[src/rtl/unified_mem_arbiter.sv]
// unified_mem_arbiter: shares one single-ported instruction/data memory between
// the IF fetch port and the MEM load/store port. Data requests have priority
// over fetch because they belong to the older instruction. A granted access is
// held until the memory acknowledges it. Per-port done pulses, read data and
// stall signals go back to the pipeline.
// Optional build macro FAIR_ARB_EN: adds a starve counter that forces a fetch
// grant after STARVE_LIMIT data grants made while fetch was waiting.
module unified_mem_arbiter #(
    parameter int ADDR_W       = 32,
    parameter int DATA_W       = 32,
    parameter int STARVE_LIMIT = 4
) (
    input  logic              clk,
    input  logic              rst,
    // fetch port
    input  logic              i_req,
    input  logic [ADDR_W-1:0] i_addr,
    output logic [DATA_W-1:0] i_rdata,
    output logic              i_done,
    output logic              i_stall,
    // load/store port
    input  logic              d_req,
    input  logic              d_we,
    input  logic [ADDR_W-1:0] d_addr,
    input  logic [DATA_W-1:0] d_wdata,
    output logic [DATA_W-1:0] d_rdata,
    output logic              d_done,
    output logic              d_stall,
    // memory side
    output logic              ram_req,
    output logic              ram_we,
    output logic [ADDR_W-1:0] ram_addr,
    output logic [DATA_W-1:0] ram_wdata,
    input  logic [DATA_W-1:0] ram_rdata,
    input  logic              ram_ack
);

    typedef enum logic [1:0] {
        IDLE   = 2'd0,
        I_BUSY = 2'd1,
        D_BUSY = 2'd2
    } state_t;

    state_t              state_q, state_d;
    logic                ram_req_q, ram_req_d;
    logic                ram_we_q, ram_we_d;
    logic [ADDR_W-1:0]   ram_addr_q, ram_addr_d;
    logic [DATA_W-1:0]   ram_wdata_q, ram_wdata_d;
    logic [DATA_W-1:0]   i_rdata_q, i_rdata_d;
    logic [DATA_W-1:0]   d_rdata_q, d_rdata_d;
    logic                i_done_q, i_done_d;
    logic                d_done_q, d_done_d;

    logic                i_elig, d_elig;
    logic                grant_d, grant_i;

`ifdef FAIR_ARB_EN
    localparam int STARVE_W = $clog2(STARVE_LIMIT + 1);
    logic [STARVE_W-1:0] starve_q, starve_d;
    logic                starve_hit;
`endif

    // Arbitration: a port that is completing this cycle is not eligible again,
    // so a held request is never re-granted in its own done cycle.
    always_comb begin
        i_elig = i_req & ~i_done_q;
        d_elig = d_req & ~d_done_q;
`ifdef FAIR_ARB_EN
        starve_hit = (starve_q == STARVE_W'(STARVE_LIMIT));
        grant_d    = d_elig & ~(starve_hit & i_elig);
`else
        grant_d    = d_elig;
`endif
        grant_i = i_elig & ~grant_d;
    end

    // Next-state and next-register values for the grant/complete FSM.
    always_comb begin
        // NOTE: every target gets a default first so no path leaves one
        // unassigned; otherwise synthesis infers a latch.
        state_d     = state_q;
        ram_req_d   = ram_req_q;
        ram_we_d    = ram_we_q;
        ram_addr_d  = ram_addr_q;
        ram_wdata_d = ram_wdata_q;
        i_rdata_d   = i_rdata_q;
        d_rdata_d   = d_rdata_q;
        i_done_d    = 1'b0;
        d_done_d    = 1'b0;
`ifdef FAIR_ARB_EN
        starve_d    = starve_q;
`endif
        unique case (state_q)
            IDLE: begin
                if (grant_d) begin
                    state_d     = D_BUSY;
                    ram_req_d   = 1'b1;
                    ram_we_d    = d_we;
                    ram_addr_d  = d_addr;
                    ram_wdata_d = d_wdata;
`ifdef FAIR_ARB_EN
                    // Saturate so the forced fetch grant stays pending.
                    if (i_req && !starve_hit)
                        starve_d = starve_q + STARVE_W'(1);
`endif
                end else if (grant_i) begin
                    state_d    = I_BUSY;
                    ram_req_d  = 1'b1;
                    ram_we_d   = 1'b0;
                    ram_addr_d = i_addr;
`ifdef FAIR_ARB_EN
                    starve_d   = '0;
`endif
                end
            end
            I_BUSY: begin
                if (ram_ack) begin
                    state_d   = IDLE;
                    ram_req_d = 1'b0;
                    i_done_d  = 1'b1;
                    i_rdata_d = ram_rdata;
                end
            end
            D_BUSY: begin
                if (ram_ack) begin
                    state_d   = IDLE;
                    ram_req_d = 1'b0;
                    d_done_d  = 1'b1;
                    // A store leaves the previous load data in place.
                    if (!ram_we_q)
                        d_rdata_d = ram_rdata;
                end
            end
            default: state_d = IDLE;
        endcase
    end

    // State and output registers; reset abandons any in-flight access.
    always_ff @(posedge clk or negedge rst) begin
        if (!rst) begin
            // NOTE: these are a handful of datapath registers, not a memory
            // array, so clearing them on reset is cheap and gives known outputs.
            state_q     <= IDLE;
            ram_req_q   <= 1'b0;
            ram_we_q    <= 1'b0;
            ram_addr_q  <= '0;
            ram_wdata_q <= '0;
            i_rdata_q   <= '0;
            d_rdata_q   <= '0;
            i_done_q    <= 1'b0;
            d_done_q    <= 1'b0;
`ifdef FAIR_ARB_EN
            starve_q    <= '0;
`endif
        end else begin
            // NOTE: non-blocking updates so every register samples the values
            // from before this edge, whatever the statement order.
            state_q     <= state_d;
            ram_req_q   <= ram_req_d;
            ram_we_q    <= ram_we_d;
            ram_addr_q  <= ram_addr_d;
            ram_wdata_q <= ram_wdata_d;
            i_rdata_q   <= i_rdata_d;
            d_rdata_q   <= d_rdata_d;
            i_done_q    <= i_done_d;
            d_done_q    <= d_done_d;
`ifdef FAIR_ARB_EN
            starve_q    <= starve_d;
`endif
        end
    end

    assign ram_req   = ram_req_q;
    assign ram_we    = ram_we_q;
    assign ram_addr  = ram_addr_q;
    assign ram_wdata = ram_wdata_q;
    assign i_rdata   = i_rdata_q;
    assign d_rdata   = d_rdata_q;
    assign i_done    = i_done_q;
    assign d_done    = d_done_q;

    // Stalls are combinational so the hazard logic can freeze PC/IR this cycle.
    assign i_stall = rst & i_req & ~i_done_q;
    assign d_stall = rst & d_req & ~d_done_q;

endmodule

[config.mk]
export PLATFORM = sky130hd
export DESIGN_NAME = unified_mem_arbiter
export DESIGN_NICKNAME = d
export VERILOG_FILES = /design/src/rtl/unified_mem_arbiter.sv
export SDC_FILE = /design/constraint.sdc
export NUM_CORES = 1
export LEC_CHECK = 0
export ABC_AREA = 1
export CORE_ASPECT_RATIO = 2
export CORE_MARGIN = 3
export CORE_UTILIZATION = 45
export DETAILED_ROUTE_END_ITERATION = 12
export PLACE_DENSITY = 0.91
export SYNTH_ARGS = -nofsm -noshare
export SYNTH_HDL_FRONTEND = slang
export SYNTH_SLANG_ARGS = --single-unit
[constraint.sdc]
create_clock -name clk -period 2.1 [get_ports clk]
set_input_delay 0.42 -clock clk [delete_from_list [all_inputs] [get_ports clk]]
set_output_delay 0.42 -clock clk [all_outputs]
set_load 0.05 [all_outputs]
==> results of run 1 <==
## flip-flops by register name, indices dropped and copies added (netlist names)
signal     count
d_done         1
d_rdata       32
i_done         1
i_rdata       32
ram_addr      32
ram_req        1
ram_wdata     32
ram_we         1
state_q        2
## worst paths after layout
path / from / cells past startpoint / endpoint / slack, ns
worst max-delay path: ram_addr[19] / 1 / ram_addr[19] / 0.04
worst min-delay path: rst / 2 / ram_addr[20] / 0.10
worst max register to register: state_q[0] / 7 / ram_we / 0.45
worst min register to register: ram_addr[17] / 2 / ram_addr[17] / 0.47
max in group asynchronous: rst / 2 / ram_addr[1] / 1.43
min in group clk: ram_addr[17] / 2 / ram_addr[17] / 0.47
## cell families after synthesis
family | after synthesis | synth area share [%]
buffers and inverters | 80 | 7.057
AO/OA/AOI/OAI | 64 | 7.691
adder cells (fa/ha/maj) | 3 | 0.6555
flip-flops | 134 | 58.55
AND/OR/NAND/NOR | 378 | 26.04
## final cells by class
type / count / area share [%]
flip-flops and latches: 134 / 36.81
clock buffers: 19 / 4.753
clock inverters: 13 / 1.868
inverters: 44 / 1.813
well taps: 147 / 2.019
multi-input cells: 445 / 21.65
repair buffers: 279 / 31.09
## layer usage
layer / up-vias / track usage [%] / part of all wire, %
met5: - / 0 / 0.074
met3: 59 / 6.405 / 6.4
li1: 2546 / - / -
met4: 2 / 14.34 / 5.5
met1: 2491 / 25.95 / 33
met2: 230 / 46.00 / 55
## cells in the mapped netlist (all sizes together)
master    n  area (um^2)
or2       1        6.260
inv      44        165.2
dfrtp   134         3353
ha        3        37.54
nand4     1        6.260
o21ai    64        440.4
nand3    36        185.2
nand2   338         1286
clkbuf   10        37.54
nor2      2        7.510
buf      26        201.4
## through the flow
step / hold WS [ns] / worst slack [ns] / cells / util (%) / instance area (um^2)
floorplan: 0.1244 / 0.01797 / 659 / - / 5727
global placement: 0.4610 / 0.1859 / 1049 / 69.32 / 8503
detailed placement: 0.4640 / 0.1748 / 1049 / 69.32 / 8503
CTS: 0.1522 / 0.02040 / 1081 / 74.24 / 9106
global route: 0.1707 / 0.01253 / 1081 / 74.26 / 9109
finish: 0.1035 / 0.03721 / 1081 / 74.26 / 9109
## power by group through the flow
stage               Clock, mW  Sequential, mW  Combinational (mW)
global route             3.20            4.57                9.89
CTS                      3.07            4.43                9.47
detailed placement          0            4.43                9.42
finish                   3.02            4.43                9.39
global placement            0            4.39                9.26
floorplan                   0            8.47                2.01
==> summary.txt, run 1 <==
Timing
  – Final Max Tran Viols: 0
  – Unrepaired setup endpoints after global routing: no
  – Final period util: 98.23%
  – Crit path time final: 2.063 ns
  – Fmax: 0.4848 GHz
  – Setup Viol. Count Final: 0
  – Final setup TNS: 0 ns
  – Final hold vios: 0
  – Worst Tran Pin Value: 0.7308 ns
  – Setup skew after layout: 0.01432 ns
  – Worst slew margin: 51.28%

Floorplanning
  – Core box area: 0.01227 mm^2
  – Ports: 268
  – Initial Util: 46.69%
  – Core Rows: 57
  – Die area: 0.01420 mm^2
  – Die Wd: 85.77 um
  – Die H: 165.5 um

Cells and area
  – Commonest non-fill, non-tap cell in the layout: nand2_1
  – FF+latch area: 0.003353 mm^2
  – Nets: 1058
  – Share of cells above drive strength 1: 9.422%
  – Most frequent cells in the layout: nand2_1, clkdlybuf4s50_1, dfrtp_1
  – N_diodes: 0
  – Layout area overhead: 59.06%
  – # fillers: 880
  – Area of the multi-input gates: 0.001972 mm^2

Setup path
  – Crit-path leading delay family: buffers and inverters
  – Critical Path Start Type: flip-flop
  – Critical path fanouts, max: 2
  – Slowest-stage cell, CP: clkdlybuf4s50_1
  – CP bufs+invs: 1
  – CP arrival: 1.64 ns
  – WP data required: 1.68 ns
  – Critical Path Sink Type: output port
  – Crit-path cells: clkdlybuf4s50_1
  – CP peak stage delay: 0.87 ns
  – WS Path Type: reg2out

Synthesis
  – Mapped Area: 0.005727 mm^2
  – Post-synthesis average cell area: 8.690 um^2
  – Yosys warns: 0
  – Count of different cell masters after synthesis: 19
  – Sequential share of the synthesized area: 58.55%
  – Synthesis-stage register bit count: 134
  – Post-Syn Instances: 659
  – Synth Net Count: 796

Power and ir drop
  – Clk pwr share: 17.9%
  – Comb pwr share: 55.8%
  – Switching share of power: 48.76%
  – Sequential share of power: 26.3%
  – Leakage power: 4.538 nW
  – Psw: 8.211 mW
  – Power Total: 16.84 mW
  – Peak VDD IR: 0.001148 V
  – Power per cell area: 1849 mW/mm^2
  – Internal power: 8.630 mW

Job
  – Max-cap viol count: 0

CTS
  – Worst-Skew Late Latency: 0.41 ns
  – Register clock-pin slew on the reported worst setup and hold paths: 0.06 ns
  – Total setup buffers inserted after CTS: 0
  – Hold-fix buffers, CTS: 0
  – TritonCTS Buffers: 17
  – CTS Buffer Depth: 2
  – CTS Root Cell: clkbuf_16
  – TritonCTS clock tree: done
  – CTS sink cnt: 134
  – Number of H-tree levels: 4
  – Post_cts resized: 0

Placement
  – I/O Buffers: 267
  – Final HPWL from detailed placement: 12.76 mm
  – Final weighted congestion in routability-driven placement: 0.8535

Hold path
  – HP Class: in2async

Detailed routing
  – DRT Pass-1 Iters: 4
  – Final ANT Viol Nets: 0
  – Residual DRC: 0
  – Vias per cell: 4.929
  – DRT iter0 DRCs: 320
  – WL final: 17.57 mm
  – Vias post-DR: 5328
  – Wire per inst: 16.25 um

Global routing
  – Pin count of the biggest net entering global routing: 135
  – Antenna violations before repair: 1
  – Total GRT Usage: 25.35%
  – First-pass GRT wire length: 27.70 mm
  – Total grt overflow: 0
  – Vias in the first global route: 5460

Outcome
  – Status: finished clean
(Power assumes the default switching activity.)
==> inputs of run 2 (changes only) <==
--- a/config.mk
+++ b/config.mk
@@ -6,7 +6,8 @@
 export NUM_CORES = 1
 export LEC_CHECK = 0
 export ABC_AREA = 1
-export CORE_ASPECT_RATIO = 2
+export CAP_MARGIN = 15
+export CORE_ASPECT_RATIO = 0.7
 export CORE_MARGIN = 3
 export CORE_UTILIZATION = 45
 export DETAILED_ROUTE_END_ITERATION = 12
==> run 2 against run 1 <==
Against the previous run: critical path depth stayed put; first-iteration DRC count fell by 30%; clock power is 4% lower; clock skew shrank 0.0063 ns; global-route usage shrank 2.0 points; clock-buffer cell count decreased by 1; worst setup slack better by 0.031 ns; die area shrank 0.42%; combinational power about the same; sequential share of layout area is 0.050 points lower; largest cell class unchanged; largest power group unchanged.
==> summary.txt, run 2 (synthesis results as in run 1) <==
Floorplanning
  – Die Wd: 140.8 um (+64%)
  – Core Rows: 33 (-42%)
  – Initial Util: 47.50% (+0.81 points)
  – Die area: 0.01414 mm^2 (-0.42%)
  – Ports: 268 (unchanged)
  – Core box area: 0.01206 mm^2 (-1.7%)
  – Die H: 100.4 um (-39%)

Global routing
  – Antenna violations before repair: 0 (-1)
  – Pin count of the biggest net entering global routing: 135 (unchanged)
  – Total grt overflow: 0 (unchanged)
  – Vias in the first global route: 5219 (-4.4%)
  – First-pass GRT wire length: 26.16 mm (-5.6%)
  – Total GRT Usage: 23.40% (-2.0 points)

Timing
  – Setup skew after layout: 0.007998 ns (-0.006326 ns)
  – Final Max Tran Viols: 0 (unchanged)
  – Final period util: 96.77% (-1.5 points)
  – Min Hold Slack: 0.1053 ns (+0.001846 ns)
  – Crit path time final: 2.032 ns (-0.03058 ns)
  – Final hold vios: 0 (unchanged)
  – Unrepaired setup endpoints after global routing: no
  – Setup Viol. Count Final: 0 (unchanged)
  – Final setup TNS: 0 ns (unchanged)
  – Worst slew margin: 52.26% (+0.98 points)
  – Worst Tran Pin Value: 0.7161 ns (-0.01469 ns)
  – Fmax: 0.4921 GHz (+1.5%)

Outcome
  – Status: finished clean

Power and ir drop
  – Power per cell area: 1835 mW/mm^2 (-0.78%)
  – Leakage power: 4.526 nW (-0.27%)
  – Peak VDD IR: 0.001198 V (+4.3%)

Detailed routing
  – Wire per inst: 15.38 um (-5.4%)
  – Vias post-DR: 5191 (-2.6%)
  – Final ANT Viol Nets: 0 (unchanged)
  – DRT iter0 DRCs: 223 (-30%)
  – DRT Pass-1 Iters: 4 (unchanged)
  – Residual DRC: 0 (unchanged)
  – Vias per cell: 4.754 (-3.6%)
  – WL final: 16.80 mm (-4.4%)

Setup path
  – Reg2reg start: state_q[0]
  – CP bufs+invs: 1 (unchanged)
  – Crit-path cells: clkdlybuf4s50_1
  – Critical Path Start Type: flip-flop
  – Critical Path Sink Type: output port
  – Worst r2r path cells: 7 (unchanged)
  – Critical path fanouts, max: 2 (unchanged)
  – CP peak stage delay: 0.85 ns (-0.02 ns)
  – FF-to-FF setup slack: 0.48 ns (+0.03 ns)
  – Worst R2R End: d_rdata[8]
  – CP arrival: 1.61 ns (-0.03 ns)
  – WP data required: 1.68 ns (about the same)
  – Slowest-stage cell, CP: clkdlybuf4s50_1
  – WS Path Type: reg2out
  – Crit-path leading delay family: buffers and inverters

CTS
  – TritonCTS clock tree: done
  – CTS sink cnt: 134 (unchanged)
  – CTS Buffer Depth: 2 (unchanged)
  – Total setup buffers inserted after CTS: 0 (unchanged)
  – TritonCTS Buffers: 17 (unchanged)
  – Number of H-tree levels: 4 (unchanged)
  – CTS Root Cell: clkbuf_16
  – Hold-fix buffers, CTS: 0 (unchanged)
  – Register clock-pin slew on the reported worst setup and hold paths: 0.06 ns (about the same)
  – Post_cts resized: 0 (unchanged)
  – Worst-Skew Late Latency: 0.40 ns (about the same)

Cells and area
  – Share of cells above drive strength 1: 9.412% (-0.010 points)
  – Most frequent cells in the layout: nand2_1, clkdlybuf4s50_1, dfrtp_1
  – Layout area overhead: 59.27%
  – Nets: 1059 (+0.095%)
  – Commonest non-fill, non-tap cell in the layout: nand2_1
  – N_diodes: 0 (unchanged)

Hold path
  – HP Class: in2async

Placement
  – I/O Buffers: 267 (unchanged)
  – Final HPWL from detailed placement: 12.20 mm (-4.4%)
  – Final weighted congestion in routability-driven placement: 0.8553 (+0.21%)

Job
  – Max-cap viol count: 0 (unchanged)
[run 2: per-layer routing]
layer	track usage (%)	share of wire (%)	wire length (um)	up-vias
met5	0	0	0	-
met4	5.063	0.65	109	0
met3	8.952	9.6	1614	10
met2	40.44	50	8352	187
met1	28.16	40	6720	2447
li1	-	-	-	2547
[run 2: worst register-to-register path: stages, from the launching register on]
cell     delay, ns
dfrtp_1       0.41
inv_1         0.10
ha_1          0.15
nand2_1       0.07
or2_2         0.31
buf_12        0.20
nand2_1       0.20
o21ai_2       0.06
[run 2: stage by stage]
| stage | utilization [%] | instances | power (mW) | cell area, um^2 | setup WS (ns) |
|---|---|---|---|---|---|
| floorplan | - | 659 | 10.49 | 5727 | 0.01797 |
| global placement | 70.84 | 1060 | 13.65 | 8541 | 0.2007 |
| detailed placement | 70.84 | 1060 | 13.86 | 8541 | 0.1826 |
| CTS | 75.65 | 1092 | 16.86 | 9121 | 0.04906 |
| global route | 75.65 | 1092 | 17.53 | 9121 | 0.01546 |
| finish | 75.65 | 1092 | 16.73 | 9121 | 0.06779 |
[run 2: cell type report]
cell class                      instances  area (um^2)
Tap cell                              157        196.4
Inverter                               44        165.2
Clock inverter                         14        151.4
Timing Repair Buffer                  280         2854
Multi-Input combinational cell        445         1972
Clock buffer                           18        429.2
Sequential cell                       134         3353
Fill cell                             834         2935
[run 2: power breakdown]
part / leakage, nW / switching [mW] / internal (mW)
clock network: 0.281 / 1.15 / 1.76
logic: 2.57 / 6.37 / 3.00
registers: 1.68 / 0.673 / 3.77
[run 2: worst max-delay path by stage]
| stage | from | to | slack (ns) | cells after the start |
|---|---|---|---|---|
| final | ram_wdata[18] | ram_wdata[18] | 0.07 | 1 |
| after global routing | i_rdata[3] | i_rdata[3] | 0.02 | 1 |
| after CTS | ram_wdata[23] | ram_wdata[23] | 0.05 | 1 |
| after detailed placement | d_req | ram_wdata[9] | 0.18 | 7 |
| after global placement | d_req | d_stall | 0.20 | 4 |
| after floorplan | d_done | d_stall | 0.02 | 4 |
